==> src/rtl/tc_rn_acc_if.sv <==
// tc_rn_acc_if: beat/result bundle for the tensor-core row accumulator.
//   in_valid/in_first/in_last/in : input beat (NUM_IN signed DW_DATA elements)
//   out_valid/out/out_sat         : per-lane result strobe, values, sticky flags
//   busy/protocol_err             : accumulation status
// master = beat producer / result consumer, slave = accumulator.
interface tc_rn_acc_if #(
   parameter int TILE_M  = 4,
   parameter int TILE_K  = 8,
   parameter int NUM_IN  = 32,
   parameter int DW_DATA = 8,
   parameter int DW_ACC  = 20
) ();
   logic                       in_valid;
   logic                       in_first;
   logic                       in_last;
   logic [NUM_IN*DW_DATA-1:0]  in;
   logic                       out_valid;
   logic [TILE_M*DW_ACC-1:0]   out;
   logic [TILE_M-1:0]          out_sat;
   logic                       busy;
   logic                       protocol_err;

   modport master (
      output in_valid, in_first, in_last, in,
      input  out_valid, out, out_sat, busy, protocol_err
   );

   modport slave (
      input  in_valid, in_first, in_last, in,
      output out_valid, out, out_sat, busy, protocol_err
   );
endinterface

==> src/rtl/tc_rn_acc.sv <==
// tc_rn_acc: TILE_M parallel adder trees, each reducing TILE_K signed elements
// per beat through clog2(TILE_K) registered levels, followed by a per-lane
// accumulator (saturating or wrapping) and a held output register.
// Ports:
//   clk  : clock, rising edge
//   rst  : asynchronous active-high reset
//   bus  : tc_rn_acc_if.slave (beats in, results/status out)
// out_valid pulses L+1 cycles after a last beat is sampled.

// Per-lane datapath: sign-extend, heap-ordered adder tree, accumulator, output reg.
module tc_rn_acc_lane #(
   parameter int TILE_K  = 8,
   parameter int DW_DATA = 8,
   parameter int DW_ACC  = 20,
   parameter int SAT     = 1
) (
   input  logic                           clk,
   input  logic                           rst,
   input  logic [TILE_K-1:0][DW_DATA-1:0] elems,
   input  logic                           acc_en,   // tree root holds a valid beat
   input  logic                           acc_ld,   // that beat opens an accumulation
   input  logic                           out_ld,   // accumulator holds a closed result
   output logic [DW_ACC-1:0]              res,
   output logic                           res_sat
);
   localparam int NN = TILE_K - 1;  // internal (registered) tree nodes
   localparam logic [DW_ACC-1:0] AMAX = {1'b0, {(DW_ACC-1){1'b1}}};
   localparam logic [DW_ACC-1:0] AMIN = {1'b1, {(DW_ACC-1){1'b0}}};

   logic [TILE_K-1:0][DW_ACC-1:0] leaf;
   logic [NN-1:0][DW_ACC-1:0]     node;
   // Heap order: index 0 is the root, children of i are 2i+1 and 2i+2,
   // leaves sit above the internal nodes. Complete tree since TILE_K is 2^L,
   // so every root-to-leaf path crosses exactly L registers.
   logic [2*TILE_K-2:0][DW_ACC-1:0] heap;

   logic [DW_ACC-1:0] acc, base, nxt;
   logic [DW_ACC:0]   sum;
   logic              ovf, sticky;

   always_comb begin
      leaf = '0;
      for (int j = 0; j < TILE_K; j++)
         leaf[j] = {{(DW_ACC-DW_DATA){elems[j][DW_DATA-1]}}, elems[j]};
   end

   assign heap = {leaf, node};

   always_ff @(posedge clk or posedge rst) begin
      if (rst) node <= '0;
      else
         for (int i = 0; i < NN; i++)
            node[i] <= heap[2*i+1] + heap[2*i+2];
   end

   // One guard bit catches signed overflow of acc + tree sum.
   always_comb begin
      base = acc_ld ? '0 : acc;
      sum  = {base[DW_ACC-1], base} + {heap[0][DW_ACC-1], heap[0]};
      ovf  = sum[DW_ACC] ^ sum[DW_ACC-1];
      nxt  = sum[DW_ACC-1:0];
      if (SAT != 0 && ovf) nxt = sum[DW_ACC] ? AMIN : AMAX;
   end

   always_ff @(posedge clk or posedge rst) begin
      if (rst) begin
         acc     <= '0;
         sticky  <= 1'b0;
         res     <= '0;
         res_sat <= 1'b0;
      end else begin
         if (acc_en) begin
            acc    <= nxt;
            // first beat clears the flag before its own overflow is folded in
            sticky <= (sticky & ~acc_ld) | ovf;
         end
         if (out_ld) begin
            res     <= acc;
            res_sat <= sticky;
         end
      end
   end
endmodule

module tc_rn_acc #(
   parameter int TILE_M  = 4,
   parameter int TILE_K  = 8,
   parameter int NUM_IN  = 32,
   parameter int DW_DATA = 8,
   parameter int DW_ACC  = 20,
   parameter int SAT     = 1
) (
   input  logic          clk,
   input  logic          rst,
   tc_rn_acc_if.slave    bus
);
   localparam int L = $clog2(TILE_K);

   if (NUM_IN != TILE_M*TILE_K) begin : g_chk_num
      $error("tc_rn_acc: NUM_IN must equal TILE_M*TILE_K");
   end
   if (TILE_K < 2 || (TILE_K & (TILE_K-1)) != 0) begin : g_chk_k
      $error("tc_rn_acc: TILE_K must be a power of two >= 2");
   end
   if (DW_ACC < DW_DATA + L) begin : g_chk_acc
      $error("tc_rn_acc: DW_ACC too narrow for the tree sum");
   end

   // Beat tags travel alongside the tree; stage s matches tree level s.
   logic [L:1] vld_pipe, fst_pipe, lst_pipe;
   logic       acc_done;   // accumulator now holds a closed result
   logic       eff_first;

   logic [TILE_M-1:0][DW_ACC-1:0] lane_out;
   logic [TILE_M-1:0]             lane_sat;

   // A non-first beat with nothing open is promoted to a first beat.
   assign eff_first = bus.in_first | ~bus.busy;

   always_ff @(posedge clk or posedge rst) begin
      if (rst) begin
         vld_pipe         <= '0;
         fst_pipe         <= '0;
         lst_pipe         <= '0;
         acc_done         <= 1'b0;
         bus.out_valid    <= 1'b0;
         bus.busy         <= 1'b0;
         bus.protocol_err <= 1'b0;
      end else begin
         for (int s = L; s > 1; s--) begin
            vld_pipe[s] <= vld_pipe[s-1];
            fst_pipe[s] <= fst_pipe[s-1];
            lst_pipe[s] <= lst_pipe[s-1];
         end
         vld_pipe[1] <= bus.in_valid;
         fst_pipe[1] <= eff_first;
         lst_pipe[1] <= bus.in_last;

         if (bus.in_valid) begin
            if (bus.in_last)    bus.busy <= 1'b0;
            else if (eff_first) bus.busy <= 1'b1;
         end
         // malformed: first while open, or continuation while idle
         bus.protocol_err <= bus.in_valid & (bus.in_first == bus.busy);

         acc_done      <= vld_pipe[L] & lst_pipe[L];
         bus.out_valid <= acc_done;
      end
   end

   for (genvar g = 0; g < TILE_M; g++) begin : g_lane
      tc_rn_acc_lane #(
         .TILE_K  (TILE_K),
         .DW_DATA (DW_DATA),
         .DW_ACC  (DW_ACC),
         .SAT     (SAT)
      ) u_lane (
         .clk     (clk),
         .rst     (rst),
         .elems   (bus.in[g*TILE_K*DW_DATA +: TILE_K*DW_DATA]),
         .acc_en  (vld_pipe[L]),
         .acc_ld  (fst_pipe[L]),
         .out_ld  (acc_done),
         .res     (lane_out[g]),
         .res_sat (lane_sat[g])
      );
   end

   assign bus.out     = lane_out;
   assign bus.out_sat = lane_sat;
endmodule

==> src/flat_wrapper.sv <==
// flat-port wrapper written by rule: the top's interface ports become plain ports
module tc_rn_acc_flat 
#(
   parameter int TILE_M  = 4,
   parameter int TILE_K  = 8,
   parameter int NUM_IN  = 32,
   parameter int DW_DATA = 8,
   parameter int DW_ACC  = 20,
   parameter int SAT     = 1
)
  (clk, rst, bus_in_valid, bus_in_first, bus_in_last, bus_in, bus_out_valid, bus_out, bus_out_sat, bus_busy, bus_protocol_err);
  tc_rn_acc_if #(.TILE_M(TILE_M), .TILE_K(TILE_K), .NUM_IN(NUM_IN), .DW_DATA(DW_DATA), .DW_ACC(DW_ACC)) bus_i ();
  input  logic clk;
  input  logic rst;
  input wire logic [$bits(bus_i.in_valid)-1:0] bus_in_valid;
  input wire logic [$bits(bus_i.in_first)-1:0] bus_in_first;
  input wire logic [$bits(bus_i.in_last)-1:0] bus_in_last;
  input wire logic [$bits(bus_i.in)-1:0] bus_in;
  output wire logic [$bits(bus_i.out_valid)-1:0] bus_out_valid;
  output wire logic [$bits(bus_i.out)-1:0] bus_out;
  output wire logic [$bits(bus_i.out_sat)-1:0] bus_out_sat;
  output wire logic [$bits(bus_i.busy)-1:0] bus_busy;
  output wire logic [$bits(bus_i.protocol_err)-1:0] bus_protocol_err;
  assign bus_i.in_valid = bus_in_valid;
  assign bus_i.in_first = bus_in_first;
  assign bus_i.in_last = bus_in_last;
  assign bus_i.in = bus_in;
  assign bus_out_valid = bus_i.out_valid;
  assign bus_out = bus_i.out;
  assign bus_out_sat = bus_i.out_sat;
  assign bus_busy = bus_i.busy;
  assign bus_protocol_err = bus_i.protocol_err;
  tc_rn_acc #(.TILE_M(TILE_M), .TILE_K(TILE_K), .NUM_IN(NUM_IN), .DW_DATA(DW_DATA), .DW_ACC(DW_ACC), .SAT(SAT)) u_core (.clk(clk), .rst(rst), .bus(bus_i));
endmodule
==> config.mk <==
export PLATFORM = sky130hd
export DESIGN_NAME = tc_rn_acc_flat
export DESIGN_NICKNAME = d
export VERILOG_FILES = /design/src/rtl/tc_rn_acc_if.sv /design/src/rtl/tc_rn_acc.sv /design/src/flat_wrapper.sv
export SDC_FILE = /design/constraint.sdc
export NUM_CORES = 1
export LEC_CHECK = 0
export ABC_AREA = 0
export ABC_CLOCK_PERIOD_IN_PS = 9000
export CAP_MARGIN = 15
export CORE_MARGIN = 5
export CORE_UTILIZATION = 62
export CTS_CLUSTER_SIZE = 16
export DETAILED_ROUTE_END_ITERATION = 10
export PLACE_DENSITY = 0.86
export SYNTH_ARGS = -nofsm -noshare
export SYNTH_HDL_FRONTEND = slang
export SYNTH_HIERARCHICAL = 1
export SYNTH_SLANG_ARGS = --single-unit
export TNS_END_PERCENT = 20
==> constraint.sdc <==
create_clock -name clk -period 9 [get_ports clk]
set_input_delay 1.8 -clock clk [delete_from_list [all_inputs] [get_ports clk]]
set_output_delay 1.8 -clock clk [all_outputs]
set_load 0.1 [all_outputs]
After elaboration in Yosys (flattened, before gate mapping)
Cells that the tools add are included.
{"block": "classes", "add_sub_neg": 32, "n_mul": 0, "n_div": 0, "order_cmp": 0, "n_eq_ne": 1, "n_shift": 0, "n_mux": 14, "n_bitwise": 17, "n_reduce_logical": 2}
{"operator": "$mux W20", "count": 12}
{"operator": "$add A8 B8 Y9", "count": 16}
{"operator": "$add A20 B20 Y21", "count": 4}
{"operator": "$add A20 B20 Y20", "count": 4}
{"operator": "$add A9 B9 Y10", "count": 8}
{"operator": "$and A1 B1 Y1", "count": 6}
{"operator": "$or A1 B1 Y1", "count": 5}
{"operator": "$xor A1 B1 Y1", "count": 4}
{"operator": "$mux W1", "count": 2}
{"operator": "$not A1 Y1", "count": 2}
{"operator": "$reduce_and A2 Y1", "count": 1}
{"operator": "$reduce_bool A2 Y1", "count": 1}
{"operator": "$eq A1 B1 Y1", "count": 1}
{"block": "totals", "register_bits": 565, "latchBits": 0, "ramBits": 0, "rom_bits": 0, "input_bits": 261, "wordCells": 117, "mem_count": 0}

Depth between registers and ports, before layout
Gate-level depths: netlist (run 1).
{"block": "logic_depth", "word_depth": 4, "depth_mapped": 15}

Hierarchy
The synthesis (run 1) kept the hierarchy.
{"module": "tc_rn_acc_lane at u_core.g_lane[1].u_lane", "n_inst": 1, "cells_each": 713, "area_each_um2": 7325.8}
{"module": "tc_rn_acc_lane at u_core.g_lane[0].u_lane", "n_inst": 1, "cells_each": 688, "area_each_um2": 7065.5}
{"module": "tc_rn_acc_lane at u_core.g_lane[2].u_lane", "n_inst": 1, "cells_each": 688, "area_each_um2": 7034.2}
{"module": "tc_rn_acc_lane at u_core.g_lane[3].u_lane", "n_inst": 1, "cells_each": 653, "area_each_um2": 7024.2}
{"module": "tc_rn_acc", "n_inst": 1, "cells_each": 21, "area_each_um2": 377.9}

Worst setup path before layout (run 1)
No wires, ideal clock.
{"block": "synth_path", "path_kind": "in2reg", "startpoint": "input port bus_in[128]", "endpoint": "register, netlist name u_core/g_lane[2].u_lane/heap[68]", "setup_time_ns": 0.125, "t_arrival_ns": 3.328, "required_ns": 8.875, "slack_ns": 5.547, "cell_stages": 10, "path_buffers": 0, "path_cell_list": "ha_1 inv_1 fa_1 inv_1 a21oi_1 o21ai_0 a21oi_1 o21bai_1 a211oi_1 mux2_2"}
{"block": "synth_via", "elab_chain_cells": 1}
{"element": "start, declared", "line_no": "flat_wrapper.sv:18", "rtl": "input wire logic [$bits(bus_i.in)-1:0] bus_in;"}
{"element": "$add A8 B8 Y9", "line_no": "tc_rn_acc.sv:53", "rtl": "node[i] <= heap[2*i+1] + heap[2*i+2];"}
Every way passes these cells.
A chain may end at the register's enable or synchronous reset.

Final worst setup path (run 1)
{"block": "layout_path", "startpoint": "register u_core/fst_pipe[3] (netlist name)", "endpoint": "register u_core.g_lane[3].u_lane.acc[18]"}
{"block": "layout_via", "elab_chain_cells": 4, "elab_cells_between_ends": 5, "cone_classes": "1 x add/sub; 3 x mux; 1 x bitwise"}
{"element": "start, declared", "line_no": "tc_rn_acc.sv:110", "rtl": "logic [L:1] vld_pipe, fst_pipe, lst_pipe;"}
{"element": "start signal, assigned by index", "line_no": "tc_rn_acc.sv:132", "rtl": "fst_pipe[s] <= fst_pipe[s-1];"}
{"element": "$mux W20 *", "line_no": "tc_rn_acc.sv:58", "rtl": "base = acc_ld ? '0 : acc;"}
{"element": "$add A20 B20 Y21 *", "line_no": "tc_rn_acc.sv:59", "rtl": "sum = {base[DW_ACC-1], base} + {heap[0][DW_ACC-1], heap[0]};"}
{"element": "$mux W20 or $xor A1 B1 Y1 (tied branches)", "line_no": "tc_rn_acc.sv:62, tc_rn_acc.sv:60"}
{"element": "$mux W20 *", "line_no": "tc_rn_acc.sv:62", "rtl": "if (SAT != 0 && ovf) nxt = sum[DW_ACC] ? AMIN : AMAX;"}
{"element": "end signal, assigned", "line_no": "tc_rn_acc.sv:73", "rtl": "acc <= nxt;"}
{"element": "end, declared", "line_no": "tc_rn_acc.sv:37", "rtl": "logic [DW_ACC-1:0] acc, base, nxt;"}
Every way passes the cells marked *; elsewhere a longest branch is shown, timed or not.

==> metrics, run 1 <==
status=finished, final reports clean; DR iter-0 viols=1707; die area=0.0509 mm2; Final ANT Viol Nets=0; # setup viols final=0; area of the multi-input gates=0.0152 mm2; initial antenna violation count=1; fmax=217 MHz; drt wl/cell=18.0 um; skew final=13.1 ps; endpoints failing hold=0; hold_buf cts=0; worst hold path class=reg2reg; Die Wd=226 um; Rows=79; vias in the first global route=22100; max_cap viols=0; post-synthesis xor/xnor area fraction=7.11%; Antenna diodes=0; Initial Utilization=62.3%; H-tree Lvls=2; CP Capture Type=register; DR pass1 iterations=5; Worst-Margin Slew=1220 ps; CTS sink count=485; syn_nets=3377; post_cts resized=0; vias post-DR=21500; LEAKAGE=16.3 nW; Synth cell types=97; Total Neg Setup Slack=0 ps; cell area after synthesis=0.0288 mm2; max-slew violation count=0; register area share after synthesis=42.1%; reg2reg setup slack=4380 ps; largest family of logic cells by synthesized area=compound AO/OA/AOI/OAI gates; worst hold slack=347 ps; CP max-delay cell=nor2_1; Overflow after GRT=0; CP top delay family=simple AND/OR/NAND/NOR gates; share of cells above drive strength 1=8.13%; DP HPWL=51400 um; fillers=3090; drt total wl=67200 um; CTS tree=built; CP Data Required Time=9520 ps; Worst setup SP type=register; Skew-Pair Late Insertion Delay=580 ps; Post-Synth Adder-Cell Area=16.9%; RSZ-0062 raised after global routing=no; clk buf depth=3; Worst-path clk slew=60 ps; Cell Chain, Critical Path=buf_4, nor2b_1, ha_1, nand3_2, or3b_4, a31oi_4, o21ai_2, o21ba_1, nor2_1, maj3_2, mux2_2; Die Ht=226 um; sum of buffers and inverters on the critical path=1; Cell Pwr Density=349 mW/mm2; crit path DAT=5140 ps; Synth Warn #=6; CP peak stage delay=930 ps; Crit. path cell count=11; CTS root buffer=clkbuf_16; postcts setup bufs=0; critical path type=reg2reg; vias per cell=5.75; GRT Total Usage=26.2%; area added between synthesis and finish=20.0%; largest net degree at the start of global routing=90; crit share post-route=51.3%; top_reg_cell synth=dfrtp_1; core box area=0.0463 mm2; Mapped Cells=2763; # IOs=348; most common cell in the synthesized netlist=dfrtp_1; FF+latch count, synth=485; simple-gate share of the synthesized area=7.64%; top-area cell type share of the netlist area=42.1%; GPL Wtd Cong=0.882; worst reg2reg path depth=11; syn avg cell area=10.4 um2; WHS Path Cells=0; synth cell count leaders=485 x dfrtp_1, 321 x ha_1, 285 x inv_1; Final Critical Period=4620 ps; NumNets Final=3712; CTS Buf Count=49; Pwr Total=0.0121 W; ys async rst share=100%; Synth area leader=dfrtp_1; worst ir drop on vdd=489 uV; FF/Latch Area=0.0121 mm2; worst rel slew slack=18.5%; # DRC=0; EDFF count, synth=0; Compound-Gate Fraction of Synth Area=17.1%; first-pass GRT wire length=110000 um; crit path max fanout=45; post-synthesis mux area share=4.17%; Port Buffers=347; dominant cells by area after synthesis=dfrtp_1 42%, ha_1 14%, xnor2_1 5.4%
[cell type report]
cell class,count,share of cell area (%)
well taps,607,2.20
clock buffers,68,4.19
inverters,286,3.13
flip-flops and latches,485,35.1
repair buffers,359,10.4
multi-input cells,1917,44.1
clock inverters,21,0.908
[cells in the final DEF (no fill, tap or decap), types with 12 or more instances in the layout]
cell type	n
a21oi_1	239
a21boi_0	12
o21ai_0	163
o31ai_1	34
ha_1	321
a21o_1	82
nor3_1	18
clkdlybuf4s50_1	347
o22ai_1	21
a31oi_1	15
nand3_1	25
o21bai_1	53
inv_1	281
nand2b_1	26
o2bb2ai_1	23
mux2_2	100
o211ai_1	21
nor2b_1	91
clkbuf_16	51
dfrtp_1	482
a211oi_1	16
fa_1	32
xnor2_1	178
xor2_1	56
nand2_1	100
nor2_1	103
[routing by layer]
layer / vias up / wire (um) / global-route usage (%)
li1: 10300 / - / -
met1: 10400 / 29100 / 35.5
met2: 643 / 32700 / 44.1
met3: 145 / 3280 / 3.47
met4: 2 / 2080 / 8.49
met5: - / 13 / 0
[report_power, final]
part / internal, W / leakage, nW / switching, W
clock: 0.00133 / 0.848 / 0.000856
sequential: 0.00304 / 5.86 / 0.000530
combinational: 0.00237 / 9.58 / 0.00395
[through the flow]
| stage | std cells | setup slack (ps) | utilization (%) | cell area [um2] |
|---|---|---|---|---|
| after global routing | 3743 | 4230 | 74.8 | 34600 |
| final | 3743 | 4380 | 74.8 | 34600 |
| after detailed placement | 3652 | 4480 | 70.9 | 32800 |
| after global placement | 3652 | 4670 | 70.9 | 32800 |
| after CTS | 3741 | 4470 | 74.7 | 34500 |
| after floorplan | 2763 | 4070 | - | 28800 |
[state kept, by name (all words and copies together), names as in the netlist]
name,cells
u_core/g_lane.u_lane/acc,80
u_core/acc_done,1
u_core/g_lane.u_lane/sticky,4
u_core/g_lane.u_lane/res,80
u_core/fst_pipe,3
u_core/vld_pipe,3
u_core/bus.out_valid,1
u_core/lst_pipe,3
u_core/g_lane.u_lane/heap,304
u_core/bus.busy,1
u_core/g_lane.u_lane/res_sat,4
u_core/bus.protocol_err,1
[worst register-to-register path, delay by kind of cell, from the launching register on]
family / cells / cell delay [ps]
AO/OA/AOI/OAI: 3 / 560
AND/OR/NAND/NOR: 4 / 1600
flip-flops: 1 / 830
multiplexers: 1 / 140
adder cells (fa/ha/maj): 2 / 800
buffers and inverters: 1 / 630
[kinds of logic (layout without fill, tap and decap cells)]
group | count (synthesis) | after routing
xor+xnor | 234 | 234
buf+inv | 361 | 734
compound gates | 774 | 774
fa+ha+maj | 372 | 372
simple gates | 430 | 430
flops | 485 | 485
mux | 107 | 107
[path summary, 6_finish.rpt]
path | start | endpoint
min | u_core/vld_pipe[2] | u_core/vld_pipe[3]
max reg2reg | u_core/fst_pipe[3] | u_core/g_lane[3].u_lane/acc[18]
max in group asynchronous | rst | u_core/g_lane[0].u_lane/heap[43]
min reg2reg | u_core/vld_pipe[2] | u_core/vld_pipe[3]
max | u_core/fst_pipe[3] | u_core/g_lane[3].u_lane/acc[18]
min in group asynchronous | rst | u_core/g_lane[2].u_lane/res[6]
(Power assumes the default switching activity.)
==> inputs of run 2 (changes only) <==
--- a/config.mk
+++ b/config.mk
@@ -6,13 +6,13 @@
 export NUM_CORES = 1
 export LEC_CHECK = 0
 export ABC_AREA = 0
-export ABC_CLOCK_PERIOD_IN_PS = 9000
+export ABC_CLOCK_PERIOD_IN_PS = 4800
 export CAP_MARGIN = 15
 export CORE_MARGIN = 5
-export CORE_UTILIZATION = 62
+export CORE_UTILIZATION = 57
 export CTS_CLUSTER_SIZE = 16
 export DETAILED_ROUTE_END_ITERATION = 10
-export PLACE_DENSITY = 0.86
+export PLACE_DENSITY = 0.8
 export SYNTH_ARGS = -nofsm -noshare
 export SYNTH_HDL_FRONTEND = slang
 export SYNTH_HIERARCHICAL = 1
==> constraint.sdc (replaced) <==
create_clock -name clk -period 4.8 [get_ports clk]
set_input_delay 0.96 -clock clk [delete_from_list [all_inputs] [get_ports clk]]
set_output_delay 0.96 -clock clk [all_outputs]
set_load 0.1 [all_outputs]
==> metrics, run 2 (synthesis results as in run 1) <==
status=finished, final reports clean; most common cell after layout, fill and taps aside=dfrtp_1; Worst-Margin Slew=1110 ps; Total Neg Setup Slack=0 ps; fmax=248 MHz; Skew-Pair Late Insertion Delay=590 ps; vias per cell=5.57; CTS root buffer=clkbuf_16; GRT Total Usage=24.0%; Final Critical Period=4040 ps; core box area=0.0501 mm2; most frequent cells in the layout=482 x dfrtp_1, 347 x clkdlybuf4s50_1, 321 x ha_1; Cell Pwr Density=651 mW/mm2; worst ir drop on vdd=461 uV; Die Wd=235 um; NumNets Final=3722; CP Capture Type=register; max-slew violation count=0; Final ANT Viol Nets=0; initial antenna violation count=1; sum of buffers and inverters on the critical path=1; CP max-delay cell=dfrtp_2; DP HPWL=51700 um; worst reg2reg path startpoint=u_core/fst_pipe[3]; clk buf depth=3; worst hold path class=reg2reg; worst setup path endpoint=u_core/g_lane[1].u_lane/acc[3]; final design utilization=69.5%; CP Data Required Time=5290 ps; fillers=3733; drt total wl=67300 um; GPL Wtd Cong=0.889; crit path DAT=4530 ps; first-pass GRT wire length=111000 um; Die Ht=235 um; drt wl/cell=17.6 um; critical path type=reg2reg; largest net degree at the start of global routing=89; share of cells above drive strength 1=8.70%; postcts setup bufs=0; Worst setup SP type=register; vias in the first global route=22100; worst reg2reg path depth=10; DR pass1 iterations=7; Worst-path clk slew=60 ps; endpoints failing hold=0; hold_buf cts=0; vias post-DR=21300; CTS tree=built; Port Buffers=347; max_cap viols=0; reg2reg setup slack=760 ps; # DRC=0; CP startpoint=u_core/fst_pipe[3]; # setup viols final=0; # IOs=348; skew final=21.9 ps; Cell Chain, Critical Path=buf_4, nor2b_1, ha_1, and2_1, a32o_1, o311ai_2, a21oi_2, o21ai_2, nand4_1, o2111ai_1; CP top delay family=compound AO/OA/AOI/OAI gates; Overflow after GRT=0; CTS sink count=485; crit path max fanout=36; area added between synthesis and finish=20.8%; Crit. path cell count=10; CTS Buf Count=51; RSZ-0062 raised after global routing=no; R2R Path End=u_core/g_lane[1].u_lane/acc[3]; DR iter-0 viols=1373; post_cts resized=0; worst hold slack=348 ps; H-tree Lvls=2; CP peak stage delay=890 ps; Rows=82; max FFs per register=304; Antenna diodes=0; LEAKAGE=16.4 nW; worst rel slew slack=25.5%; Initial Utilization=57.6%; die area=0.0552 mm2; crit share post-route=84.1%
-- run 2: cell count changes in the layout (fill, tap and decap cells not counted), moves of 3 or more --
cell and change:
clkinvlp_4 -3, clkbuf_8 +5, clkbuf_1 -4, buf_4 +6, clkinv_2 +9
-- run 2: worst min path at each step --
stage | startpoint | end | slack, ps | depth (start not counted)
floorplan | u_core/fst_pipe[1] | u_core/fst_pipe[2] | 330 | 0
global placement | u_core/vld_pipe[1] | u_core/vld_pipe[2] | 330 | 0
detailed placement | u_core/lst_pipe[1] | u_core/lst_pipe[2] | 340 | 0
CTS | u_core/lst_pipe[1] | u_core/lst_pipe[2] | 350 | 0
global route | u_core/lst_pipe[1] | u_core/lst_pipe[2] | 360 | 0
finish | u_core/lst_pipe[1] | u_core/lst_pipe[2] | 350 | 0
-- run 2: area by class of cell --
| class | instances | area (um2) | share of cell area, % |
|---|---|---|---|
| repair buffers | 367 | 3680 | 10.6 |
| flip-flops and latches | 485 | 12100 | 34.9 |
| clock buffers | 70 | 1530 | 4.39 |
| well taps | 672 | 841 | 2.42 |
| inverters | 286 | 1080 | 3.11 |
| multi-input cells | 1917 | 15200 | 43.8 |
| clock inverters | 26 | 293 | 0.841 |
-- run 2: per-layer routing --
layer / vias to the layer above / track usage [%] / wire, um
met5: - / 0 / 15
met4: 2 / 6.64 / 1670
met3: 97 / 3.15 / 3030
met2: 574 / 41.1 / 32700
met1: 10300 / 32.6 / 29900
li1: 10300 / - / -
-- run 2: metrics by stage --
stage / setup WS [ps] / instances / instance area [um2] / power (W)
finish: 763 / 3823 / 34800 / 0.0227
global route: 440 / 3823 / 34800 / 0.0241
CTS: 789 / 3821 / 34800 / 0.0227
detailed placement: 806 / 3725 / 33000 / 0.0184
global placement: 931 / 3725 / 33000 / 0.0181
floorplan: 711 / 2763 / 28800 / 0.0156
-- run 2: power by group --
| group | total (W) | switching (W) | internal [W] | leakage [nW] |
|---|---|---|---|---|
| combinational | 0.0118 | 0.00739 | 0.00445 | 9.62 |
| clock | 0.00415 | 0.00164 | 0.00251 | 0.905 |
| sequential | 0.00669 | 0.000988 | 0.00570 | 5.86 |
| total | 0.0227 | 0.0100 | 0.0127 | 16.4 |
